==> src/rtl/clk_seq_pkg.sv <==
// Shared state codes, command encodings and sizing helper
// for the clock/reset sequencer.
package clk_seq_pkg;

    typedef logic [2:0] state_t;

    localparam state_t ST_WAIT_LOCK = 3'd0;
    localparam state_t ST_REL_GEN   = 3'd1;
    localparam state_t ST_REL_DOM   = 3'd2;
    localparam state_t ST_RUN       = 3'd3;
    localparam state_t ST_HOLD      = 3'd4;

    typedef enum logic [1:0] {
        OP_RESTART = 2'd0,
        OP_HALT    = 2'd1,
        OP_RESUME  = 2'd2,
        OP_RSVD    = 2'd3
    } cmd_op_e;

    function automatic int cnt_width(input int a, input int b, input int c);
        int m;
        m = a;
        if (b > m) m = b;
        if (c > m) m = c;
        return $clog2(m + 1);
    endfunction

endpackage

==> src/rtl/clk_reset_sequencer_if.sv <==
// Command handshake bundle: the issuer is master,
// the sequencer is slave.
interface clk_reset_sequencer_if;
    logic       cmd_valid;
    logic       cmd_ready;
    logic [1:0] cmd_op;
    logic [3:0] cmd_domain;

    modport master (
        output cmd_valid, cmd_op, cmd_domain,
        input  cmd_ready
    );

    modport slave (
        input  cmd_valid, cmd_op, cmd_domain,
        output cmd_ready
    );
endinterface

==> src/rtl/clk_seq_sync.sv <==
// Two-flop synchronizer for the asynchronous lock input,
// cleared to 0 by the async reset.
module clk_seq_sync (
    input  logic clk,
    input  logic rst_n,
    input  logic d_i,
    output logic q_o
);
    logic [1:0] sync_q;

    // shift the raw input through two stages
    always_ff @(posedge clk or negedge rst_n) begin
        if (!rst_n) sync_q <= 2'b00;
        else        sync_q <= {sync_q[0], d_i};
    end

    assign q_o = sync_q[1];
endmodule

==> src/rtl/clk_reset_sequencer.sv <==
// Sequences generator resets and downstream domain resets
// after PLL lock; accepts per-domain restart/halt/resume.
module clk_reset_sequencer
    import clk_seq_pkg::*;
#(
    parameter int NUM_DOMAINS   = 4,
    parameter int LOCK_CYCLES   = 16,
    parameter int SETTLE_CYCLES = 8,
    parameter int HOLD_CYCLES   = 4
) (
    input  logic                   clk,
    input  logic                   async_reset_n,
    input  logic                   lock,
    output logic [NUM_DOMAINS-1:0] gen_reset,
    output logic [NUM_DOMAINS-1:0] domain_rst_n,
    output logic                   ready,
    output logic                   err,
    clk_reset_sequencer_if.slave   cmd
);
    localparam int CW = cnt_width(LOCK_CYCLES, SETTLE_CYCLES, HOLD_CYCLES);
    localparam int IW = (NUM_DOMAINS > 1) ? $clog2(NUM_DOMAINS) : 1;

    state_t                 state_q, state_d;
    logic [CW-1:0]          cnt_q, cnt_d;
    logic [IW-1:0]          idx_q, idx_d;
    logic                   single_q, single_d;
    logic [NUM_DOMAINS-1:0] halted_q, halted_d;
    logic [NUM_DOMAINS-1:0] gen_q, gen_d;
    logic [NUM_DOMAINS-1:0] dom_q, dom_d;
    logic                   ready_q, ready_d;
    logic                   err_q, err_d;

    logic          lock_s;
    logic          cmd_rdy, cmd_fire, dom_ok;
    logic          op_bad, op_rst, op_halt, op_res;
    logic [IW-1:0] cmd_idx;
    logic [IW:0]   nxt;

    // first non-halted domain at or above start: {found, index}
    function automatic logic [IW:0] find_next(
        input logic [NUM_DOMAINS-1:0] h,
        input int start
    );
        logic [IW:0] r;
        r = '0;
        for (int i = NUM_DOMAINS - 1; i >= 0; i--) begin
            if (i >= start && !h[i]) r = {1'b1, IW'(i)};
        end
        return r;
    endfunction

    clk_seq_sync u_lock_sync (
        .clk   (clk),
        .rst_n (async_reset_n),
        .d_i   (lock),
        .q_o   (lock_s)
    );

    assign cmd_rdy       = (state_q == ST_RUN) & lock_s;
    assign cmd.cmd_ready = cmd_rdy;
    assign cmd_fire      = cmd.cmd_valid & cmd_rdy;
    assign dom_ok        = int'(cmd.cmd_domain) < NUM_DOMAINS;
    assign cmd_idx       = cmd.cmd_domain[IW-1:0];
    assign op_bad  = cmd_fire & ((cmd.cmd_op == OP_RSVD) | !dom_ok);
    assign op_rst  = cmd_fire & !op_bad & (cmd.cmd_op == OP_RESTART);
    assign op_halt = cmd_fire & !op_bad & (cmd.cmd_op == OP_HALT);
    assign op_res  = cmd_fire & !op_bad & (cmd.cmd_op == OP_RESUME);

    assign gen_reset    = gen_q;
    assign domain_rst_n = dom_q;
    assign ready        = ready_q;
    assign err          = err_q;

    // next-state: lock loss overrides everything outside WAIT_LOCK
    always_comb begin
        state_d  = state_q;
        cnt_d    = cnt_q;
        idx_d    = idx_q;
        single_d = single_q;
        halted_d = halted_q;
        gen_d    = gen_q;
        dom_d    = dom_q;
        ready_d  = ready_q;
        err_d    = 1'b0;
        nxt      = '0;
        if (state_q != ST_WAIT_LOCK && !lock_s) begin
            state_d  = ST_WAIT_LOCK;
            cnt_d    = '0;
            idx_d    = '0;
            single_d = 1'b0;
            halted_d = '0;
            gen_d    = '1;
            dom_d    = '0;
            ready_d  = 1'b0;
            err_d    = 1'b1;
        end else begin
            case (state_q)
                ST_WAIT_LOCK: begin
                    if (!lock_s) begin
                        cnt_d = '0;
                    end else if (cnt_q == CW'(LOCK_CYCLES - 1)) begin
                        idx_d    = '0;
                        gen_d[0] = 1'b0;
                        cnt_d    = CW'(SETTLE_CYCLES);
                        state_d  = ST_REL_GEN;
                    end else begin
                        cnt_d = cnt_q + CW'(1);
                    end
                end
                ST_REL_GEN: begin
                    state_d = ST_REL_DOM;
                    if (cnt_q != '0) cnt_d = cnt_q - CW'(1);
                end
                ST_REL_DOM: begin
                    if (cnt_q != '0) begin
                        cnt_d = cnt_q - CW'(1);
                    end else begin
                        dom_d[idx_q] = 1'b1;
                        nxt = find_next(halted_q, int'(idx_q) + 1);
                        if (!single_q && nxt[IW]) begin
                            idx_d             = nxt[IW-1:0];
                            gen_d[nxt[IW-1:0]] = 1'b0;
                            cnt_d             = CW'(SETTLE_CYCLES);
                            state_d           = ST_REL_GEN;
                        end else begin
                            single_d = 1'b0;
                            ready_d  = 1'b1;
                            state_d  = ST_RUN;
                        end
                    end
                end
                ST_HOLD: begin
                    if (cnt_q != '0) begin
                        cnt_d = cnt_q - CW'(1);
                    end else begin
                        gen_d[idx_q] = 1'b0;
                        cnt_d        = CW'(SETTLE_CYCLES);
                        state_d      = ST_REL_GEN;
                    end
                end
                ST_RUN: begin
                    unique case (1'b1)
                        op_bad: err_d = 1'b1;
                        op_rst: begin
                            gen_d[cmd_idx]    = 1'b1;
                            dom_d[cmd_idx]    = 1'b0;
                            halted_d[cmd_idx] = 1'b0;
                            ready_d           = 1'b0;
                            idx_d             = cmd_idx;
                            single_d          = 1'b1;
                            cnt_d             = CW'(HOLD_CYCLES);
                            state_d           = ST_HOLD;
                        end
                        op_halt: begin
                            gen_d[cmd_idx]    = 1'b1;
                            dom_d[cmd_idx]    = 1'b0;
                            halted_d[cmd_idx] = 1'b1;
                        end
                        op_res: begin
                            if (halted_q[cmd_idx]) begin
                                halted_d[cmd_idx] = 1'b0;
                                gen_d[cmd_idx]    = 1'b0;
                                ready_d           = 1'b0;
                                idx_d             = cmd_idx;
                                single_d          = 1'b1;
                                cnt_d             = CW'(SETTLE_CYCLES);
                                state_d           = ST_REL_GEN;
                            end
                        end
                        default: ;
                    endcase
                end
                default: state_d = ST_WAIT_LOCK;
            endcase
        end
    end

    // all state and outputs are registered
    always_ff @(posedge clk or negedge async_reset_n) begin
        if (!async_reset_n) begin
            state_q  <= ST_WAIT_LOCK;
            cnt_q    <= '0;
            idx_q    <= '0;
            single_q <= 1'b0;
            halted_q <= '0;
            gen_q    <= '1;
            dom_q    <= '0;
            ready_q  <= 1'b0;
            err_q    <= 1'b0;
        end else begin
            state_q  <= state_d;
            cnt_q    <= cnt_d;
            idx_q    <= idx_d;
            single_q <= single_d;
            halted_q <= halted_d;
            gen_q    <= gen_d;
            dom_q    <= dom_d;
            ready_q  <= ready_d;
            err_q    <= err_d;
        end
    end
endmodule
==> src/flat_wrapper.sv <==
// flat-port wrapper written by rule: the top's interface ports become plain ports
module clk_reset_sequencer_flat import clk_seq_pkg::*;
#(
    parameter int NUM_DOMAINS   = 4,
    parameter int LOCK_CYCLES   = 16,
    parameter int SETTLE_CYCLES = 8,
    parameter int HOLD_CYCLES   = 4
)
  (clk, async_reset_n, lock, gen_reset, domain_rst_n, ready, err, cmd_cmd_valid, cmd_cmd_op, cmd_cmd_domain, cmd_cmd_ready);
  clk_reset_sequencer_if cmd_i ();
  input  logic clk;
  input  logic async_reset_n;
  input  logic lock;
  output logic [NUM_DOMAINS-1:0] gen_reset;
  output logic [NUM_DOMAINS-1:0] domain_rst_n;
  output logic ready;
  output logic err;
  input wire logic [$bits(cmd_i.cmd_valid)-1:0] cmd_cmd_valid;
  input wire logic [$bits(cmd_i.cmd_op)-1:0] cmd_cmd_op;
  input wire logic [$bits(cmd_i.cmd_domain)-1:0] cmd_cmd_domain;
  output wire logic [$bits(cmd_i.cmd_ready)-1:0] cmd_cmd_ready;
  assign cmd_i.cmd_valid = cmd_cmd_valid;
  assign cmd_i.cmd_op = cmd_cmd_op;
  assign cmd_i.cmd_domain = cmd_cmd_domain;
  assign cmd_cmd_ready = cmd_i.cmd_ready;
  clk_reset_sequencer #(.NUM_DOMAINS(NUM_DOMAINS), .LOCK_CYCLES(LOCK_CYCLES), .SETTLE_CYCLES(SETTLE_CYCLES), .HOLD_CYCLES(HOLD_CYCLES)) u_core (.clk(clk), .async_reset_n(async_reset_n), .lock(lock), .gen_reset(gen_reset), .domain_rst_n(domain_rst_n), .ready(ready), .err(err), .cmd(cmd_i));
endmodule
==> config.mk <==
export PLATFORM = sky130hd
export DESIGN_NAME = clk_reset_sequencer_flat
export DESIGN_NICKNAME = d
export VERILOG_FILES = /design/src/rtl/clk_seq_pkg.sv /design/src/rtl/clk_reset_sequencer_if.sv /design/src/rtl/clk_seq_sync.sv /design/src/rtl/clk_reset_sequencer.sv /design/src/flat_wrapper.sv
export SDC_FILE = /design/constraint.sdc
export NUM_CORES = 1
export LEC_CHECK = 0
export ABC_AREA = 1
export CAP_MARGIN = 20
export CORE_ASPECT_RATIO = 1.5
export CORE_MARGIN = 2
export CORE_UTILIZATION = 57
export CTS_CLUSTER_DIAMETER = 60
export DETAILED_ROUTE_END_ITERATION = 16
export PLACE_DENSITY = 0.8
export SLEW_MARGIN = 0
export SYNTH_ARGS = -nofsm -noshare
export SYNTH_HDL_FRONTEND = slang
export SYNTH_SLANG_ARGS = --single-unit
==> constraint.sdc <==
create_clock -name clk -period 2.2 [get_ports clk]
set_clock_uncertainty 0.05 [all_clocks]
set_input_delay 0.66 -clock clk [delete_from_list [all_inputs] [get_ports clk]]
set_output_delay 0.66 -clock clk [all_outputs]
set_load 0.005 [all_outputs]
==> results by group <==
Outcome
  – Status: finished, final reports clean

Worst setup path
  – Worst endpoint required time: 1.49 ns
  – Worst path cell trace: clkdlybuf4s50_1
  – Setup crit end kind: output port
  – R2r worst-path depth: 10
  – Crit-path slowest cell: dfstp_2
  – Reg2reg setup slack: 0.30 ns
  – Buf/Inv on CP: 1
  – Worst EP arrival: 1.41 ns
  – Reg-to-reg endpoint: u_core.gen_reset[3]
  – RR Startpoint: u_core.state_q[2]
  – Worst setup SP type: flop
  – Top delay family on crit path: flip-flops
  – Worst setup path class: flop to output port
  – Slowest stage delay, CP: 0.61 ns
  – CP Max Fanout: 5

Synth
  – Yosys cell types: 30
  – Asr flop ratio synth: 100%
  – Largest family of logic cells by synthesized area: simple AND/OR/NAND/NOR gates
  – YS warnings: 0
  – Top FF cell, synth: dfrtp_1
  – Post-synthesis sequential area ratio: 33.8%
  – Synth Area in Simple Gates: 45.9%
  – Post-Syn Area per Cell: 6.33 sq um
  – Dominant cells by area after synthesis: dfrtp_1 (29%), nand2_1 (22%), inv_1 (7.3%)
  – Cell Area, Synth: 2010 sq um
  – XOR/XNOR share of the synthesized area: 1.31%
  – Yosys top cell by area: dfrtp_1
  – Synth top area share: 28.6%
  – Synth Area in Compound Gates: 9.57%
  – Area share of fa/ha/maj cells after synthesis: 1.24%
  – Synth Instances: 318
  – Multiplexer area fraction after synthesis: 0%
  – Yosys reg bits: 27
  – Syn nets: 330
  – EDFF count, synth: 0

Drt
  – Vias per inst: 5.54
  – Drc violations: 0
  – Via count: 2248
  – Drt total wl: 5810 microns
  – Drt initial violations: 97
  – Wire per inst: 14.3 microns
  – DR pass1 iterations: 4
  – Final ANT Viol Nets: 0

STA
  – Rel. slew slack: 75.2%
  – Setup Viol. Count Final: 0
  – Max Fclk: 0.472 GHz
  – Total negative slack: 0 ns
  – Final period utilization: 96.2%
  – Worst-Margin Slew: 0.369 ns
  – Final Hold Fails: 0
  – RSZ-0062 raised after global routing: no
  – Setup ws final: 0.0830 ns
  – Slew Viols, Final: 0
  – Final min period: 2.12 ns

Power
  – Worst vdd ir: 0.383 mV
  – Pwr dens: 367 nW/um^2
  – Static Leak: 0.00136 uW

Cells and area
  – Layout Cells excl Fill: 406
  – Layout cells sized above 1: 15.4%
  – Fillers: 298
  – Area growth syn-to-layout: 25.5%
  – Fin area: 2530 sq um
  – Diode count: 0
  – Util after Layout: 74.7%
  – NumNets Final: 377

Min path
  – Hold path start: u_core.u_lock_sync.sync_q[0]
  – Worst Hold Endpoint: u_core.u_lock_sync.sync_q[1]
  – Hold Crit Depth: 0
  – Type of the most critical hold path: flop to flop

Global routing
  – Number of antenna violations at the first check in global routing: 0
  – First-pass GRT wire length: 9890 microns
  – Global route overflow: 0
  – Vias in the first global route: 2322
  – All-Layer GR Usage: 32.4%
  – Largest net degree at the start of global routing: 28

Clock network
  – Worst-Skew Late Latency: 0.27 ns
  – CTS Buffer Depth: 2
  – CTS Buf Count: 3
  – Root Buffer: clkbuf_8
  – H-tree levels: 1
  – CTS clk-pin slew, worst paths: 0.09 ns
  – Hold_buf cts: 0
  – CTS Sinks: 27
  – TritonCTS clock tree: done

Placed design
  – Routability congestion estimate: 0.976
  – IO Port Bufs: 20
  – Dpl ws: -0.134 ns
  – Placed Area: 2420 sq um
  – DPL Wire Length: 4530 microns
  – Dpl cells: 400

Floorplanning
  – Die area: 4030 sq um
  – Core Region: 3380 sq um
  – Die W: 52.5 microns
  – Core Rows: 26
  – Starting Density: 59.5%
  – I/O pin cnt: 21
  – Die Ht: 76.8 microns

Run
  – Maxcap violations: 0
-- worst max path at each step --
stage,start,endpoint,slack [ns],depth (start not counted)
2_1_floorplan,cmd_cmd_domain[3],u_core.cnt_q[1],0.48,7
3_5_place_dp,cmd_cmd_domain[0],u_core.cnt_q[3],-0.13,10
5_1_grt,u_core.state_q[2],u_core.gen_reset[2],0.03,10
6_report,u_core.gen_reset[1],gen_reset[1],0.08,1
3_3_place_gp,cmd_cmd_op[0],u_core.gen_reset[2],-0.06,11
4_1_cts,u_core.state_q[2],cmd_cmd_ready,0.003,4
-- worst reg2reg max path, delay by kind of cell (launching register included) --
kind	cells	cell delay, ns
and+or+nand+nor	8	1.15
DFF	1	0.39
buffers and inverters	2	0.27
-- Yosys cell counts, types with 3 or more instances --
master,count
nand2_1,117
o21ai_1,3
dfstp_2,4
inv_1,39
nand4_1,9
nor2_1,35
nor2_2,4
o21ai_0,22
nor3_1,3
dfrtp_1,23
nand3_1,28
a21oi_1,9
-- stage by stage --
stage               total power [uW]  hold WS (ns)
floorplan                        580         0.281
CTS                              932         0.313
finish                           928         0.309
global route                     965         0.325
detailed placement               652         0.292
global placement                 650         0.292
-- layout by cell type, fill, tap and decap left out, types with 2 or more instances in the layout --
cell type / synthesis / layout
clkdlybuf4s50_1: 0 / 19
clkbuf_8: 0 / 3
nor2_4: 2 / 3
dfrtp_1: 23 / 21
nand3_1: 28 / 27
nand4_1: 9 / 9
nor2_1: 35 / 32
nand2_1: 117 / 116
xor2_1: 2 / 2
nor2_2: 4 / 6
inv_1: 39 / 38
dfrtp_2: 0 / 2
a21oi_1: 9 / 9
nand2_2: 1 / 2
o21ai_0: 22 / 22
o21ai_1: 3 / 3
ha_1: 2 / 2
dfstp_2: 4 / 4
buf_4: 1 / 25
nand3_2: 2 / 2
nor3_1: 3 / 3
-- area by class of cell --
type	count	area (sq um)	area share (%)
clock buffers	3	41.3	1.63
clock inverters	1	5.00	0.198
inverters	39	146	5.79
multi-input cells	249	1210	47.8
flip-flops and latches	27	683	27.0
well taps	42	52.6	2.08
repair buffers	45	390	15.4
-- sequential cells by signal, indices dropped and copies added, names as in the netlist --
signal                     cells
u_core.single_q                1
u_core.u_lock_sync.sync_q      2
u_core.idx_q                   2
u_core.state_q                 3
u_core.err                     1
u_core.cnt_q                   5
u_core.gen_reset               4
u_core.halted_q                4
u_core.ready                   1
u_core.domain_rst_n            4
-- metal layers --
| layer | part of all wire (%) | vias to the layer above | wire [microns] | GRT usage, % |
|---|---|---|---|---|
| li1 | - | 1109 | - | - |
| met1 | 37 | 1037 | 2160 | 34.0 |
| met2 | 52 | 67 | 3030 | 56.9 |
| met3 | 3.4 | 35 | 199 | 3.50 |
| met4 | 7.3 | 0 | 422 | 22.3 |
| met5 | 0 | - | 0 | 0 |
-- report_power, final --
part	internal (uW)	total [uW]	leakage [uW]	switching (uW)
registers	506	516	0.000353	9.84
logic	59.3	130	0.000984	71.1
clock network	127	281	0.0000255	154
-- cell families (layout without fill, tap and decap cells) --
| family | after synthesis | in the layout |
|---|---|---|
| adders and majority gates | 2 | 2 |
| DFF | 27 | 27 |
| AOI/OAI and AO/OA | 37 | 37 |
| xor gates and xnor gates | 3 | 3 |
| buffers and inverters | 42 | 88 |
| and+or+nand+nor | 207 | 207 |
-- timing repair --
item / in CTS / in global routing
setup endpoints to repair: 1 / 15
pin swaps: 0 / 2
gates resized for setup: 3 / 10
buffers inserted: 2 / 0
Power figures use the tool's default switching activity.
==> edit (same settings) <==
`SETTLE_CYCLES` is set to 8 in 2 places; all go to 12.
--- a/src/rtl/clk_reset_sequencer.sv
+++ b/src/rtl/clk_reset_sequencer.sv
@@ -7,3 +7,3 @@
     parameter int LOCK_CYCLES   = 16,
-    parameter int SETTLE_CYCLES = 8,
+    parameter int SETTLE_CYCLES = 12,
     parameter int HOLD_CYCLES   = 4
--- a/src/flat_wrapper.sv
+++ b/src/flat_wrapper.sv
@@ -5,3 +5,3 @@
     parameter int LOCK_CYCLES   = 16,
-    parameter int SETTLE_CYCLES = 8,
+    parameter int SETTLE_CYCLES = 12,
     parameter int HOLD_CYCLES   = 4
Check against the original RTL: no difference found for any inputs over 10 cycles, from zero or initial values and one cycle with async_reset_n low; that may be too few to reach the edited logic, so the function may still have changed.
==> edit against the original RTL <==
Wire length is 5.2% higher; first-iteration DRC count down 19%; design area grew 3.0%; power grew 0.86%; setup slack better by 0.031 ns; sequential cell count stayed put; count of clock-buffer cells in the layout stayed put; synthesized area is 6.2% higher; critical endpoint unchanged; highest routed layer unchanged.
==> edit: results (changes against the original RTL) <==
\begin{tabular}{lr}
\hline
Metric & Value \\
\hline
\multicolumn{2}{l}{\textbf{Run status}} \\
Result of the run & completed \\
\multicolumn{2}{l}{\textbf{Global routing}} \\
M2 GR Usage & 58.4\% (+1.5 points) \\
Global-route wire length before repair & 10,100 um (+1.8\%) \\
Met1 Resource Use GR & 30.6\% (-3.5 points) \\
Met3 capacity usage during global routing & 3.76\% (+0.26 points) \\
\multicolumn{2}{l}{\textbf{Synth}} \\
Net count after synthesis & 353 (+7.0\%) \\
Register area share after synthesis & 31.8\% (-2.0 points) \\
Synth area leaders & sky130\_fd\_sc\_hd\_\_dfrtp\_1 27\%, sky130\_fd\_sc\_hd\_\_nand2\_1 21\%, sky130\_fd\_sc\_hd\_\_nand3\_1 8.2\%, sky130\_fd\_sc\_hd\_\_inv\_1 7.2\%, sky130\_fd\_sc\_hd\_\_nor2\_1 6.0\% \\
Cells after synthesis & 341 (+7.2\%) \\
Most instantiated cells after synthesis & 118 x sky130\_fd\_sc\_hd\_\_nand2\_1, 41 x sky130\_fd\_sc\_hd\_\_inv\_1, 35 x sky130\_fd\_sc\_hd\_\_nand3\_1 \\
Post-synth cell types & 31 (+3.3\%) \\
\multicolumn{2}{l}{\textbf{Final layout}} \\
Fin nets & 397 (+5.3\%) \\
\multicolumn{2}{l}{\textbf{Routing}} \\
Routed wirelength normalized by instance count & 14.3 um (about the same) \\
Total Wirelength & 6120 um (+5.2\%) \\
WL met1 & 2230 um (+3.2\%) \\
Met2 wire length & 3270 um (+7.9\%) \\
Detailed route wirelength on metal3 & 254 um (+28\%) \\
\multicolumn{2}{l}{\textbf{Power}} \\
Lkg Pwr & 0.00137 uW (+0.29\%) \\
Logic pwr share & 13.9\% (-0.2 points) \\
Peak supply drop & 0.000266 V (-31\%) \\
\multicolumn{2}{l}{\textbf{Clock tree}} \\
Gates resized, CTS repair & 2 (-1) \\
\multicolumn{2}{l}{\textbf{Die}} \\
Initial Util & 58.6\% (-0.90 points) \\
\multicolumn{2}{l}{\textbf{Placement}} \\
DP HPWL & 4810 um (+6.3\%) \\
Global placer's final weighted congestion & 1.03 (+5.2\%) \\
Number of cells in the design after placement & 421 (+5.3\%) \\
\multicolumn{2}{l}{\textbf{Setup path}} \\
Arrival time at the worst endpoint & 1.38 ns (-0.03 ns) \\
Capture instance of the worst register-to-register path & u\_core.gen\_reset[1] \\
Largest stage delay on the critical path & 0.59 ns (-0.02 ns) \\
\multicolumn{2}{l}{\textbf{Timing}} \\
Smallest setup slack after layout & 0.114 ns (+0.0306 ns) \\
Hold\_ws & 0.316 ns (+0.00708 ns) \\
Tightest Pin Transition & 0.357 ns (-0.0122 ns) \\
\hline
\end{tabular}
[edit: changes by cell type after synthesis, moves of 3 or more]
cell,before,now
sky130_fd_sc_hd__nand3_1,28,35
sky130_fd_sc_hd__nand2_2,1,5
sky130_fd_sc_hd__a21oi_1,9,6
sky130_fd_sc_hd__inv_2,0,3
sky130_fd_sc_hd__o21ai_1,3,6
sky130_fd_sc_hd__or2_2,0,3
[edit: area by class of cell]
class	count	area, um2
flip-flops and latches	27	683
fillers	349	1050
clock buffers	3	41.3
multi-input cells	265	1260
clock inverters	1	7.51
inverters	44	165
well taps	43	53.8
repair buffers	44	388
[edit: how the worst max path moves through the flow]
| stage | start | endpoint | cells past startpoint |
|---|---|---|---|
| 2_1_floorplan | cmd_cmd_op[1] | u_core.single_q | 7 |
| 6_report | u_core.gen_reset[1] | gen_reset[1] | 1 |
| 4_1_cts | u_core.state_q[2] | cmd_cmd_ready | 4 |
| 3_3_place_gp | cmd_cmd_domain[1] | u_core.idx_q[1] | 10 |
| 3_5_place_dp | cmd_cmd_domain[1] | u_core.idx_q[1] | 10 |
| 5_1_grt | cmd_cmd_op[0] | u_core.gen_reset[2] | 11 |
[edit: logic make-up after synthesis]
logic type      Yosys count  share of synthesized area, %
simple gates            220                          46.4
fa+ha+maj                 2                          1.17
buf+inv                  49                          9.19
flops                    27                          31.8
compound gates           43                          11.4
[edit: through the flow]
| stage | power, uW | instance area, um2 | utilization, % | setup TNS [ns] |
|---|---|---|---|---|
| 2_1_floorplan | 575 | 2140 | - | 0 |
| 3_3_place_gp | 642 | 2530 | 69.2 | -0.853 |
| 3_5_place_dp | 646 | 2530 | 69.2 | -1.72 |
| 4_1_cts | 939 | 2590 | 71.1 | 0 |
| 5_1_grt | 975 | 2600 | 71.3 | 0 |
| 6_report | 936 | 2600 | 71.3 | 0 |
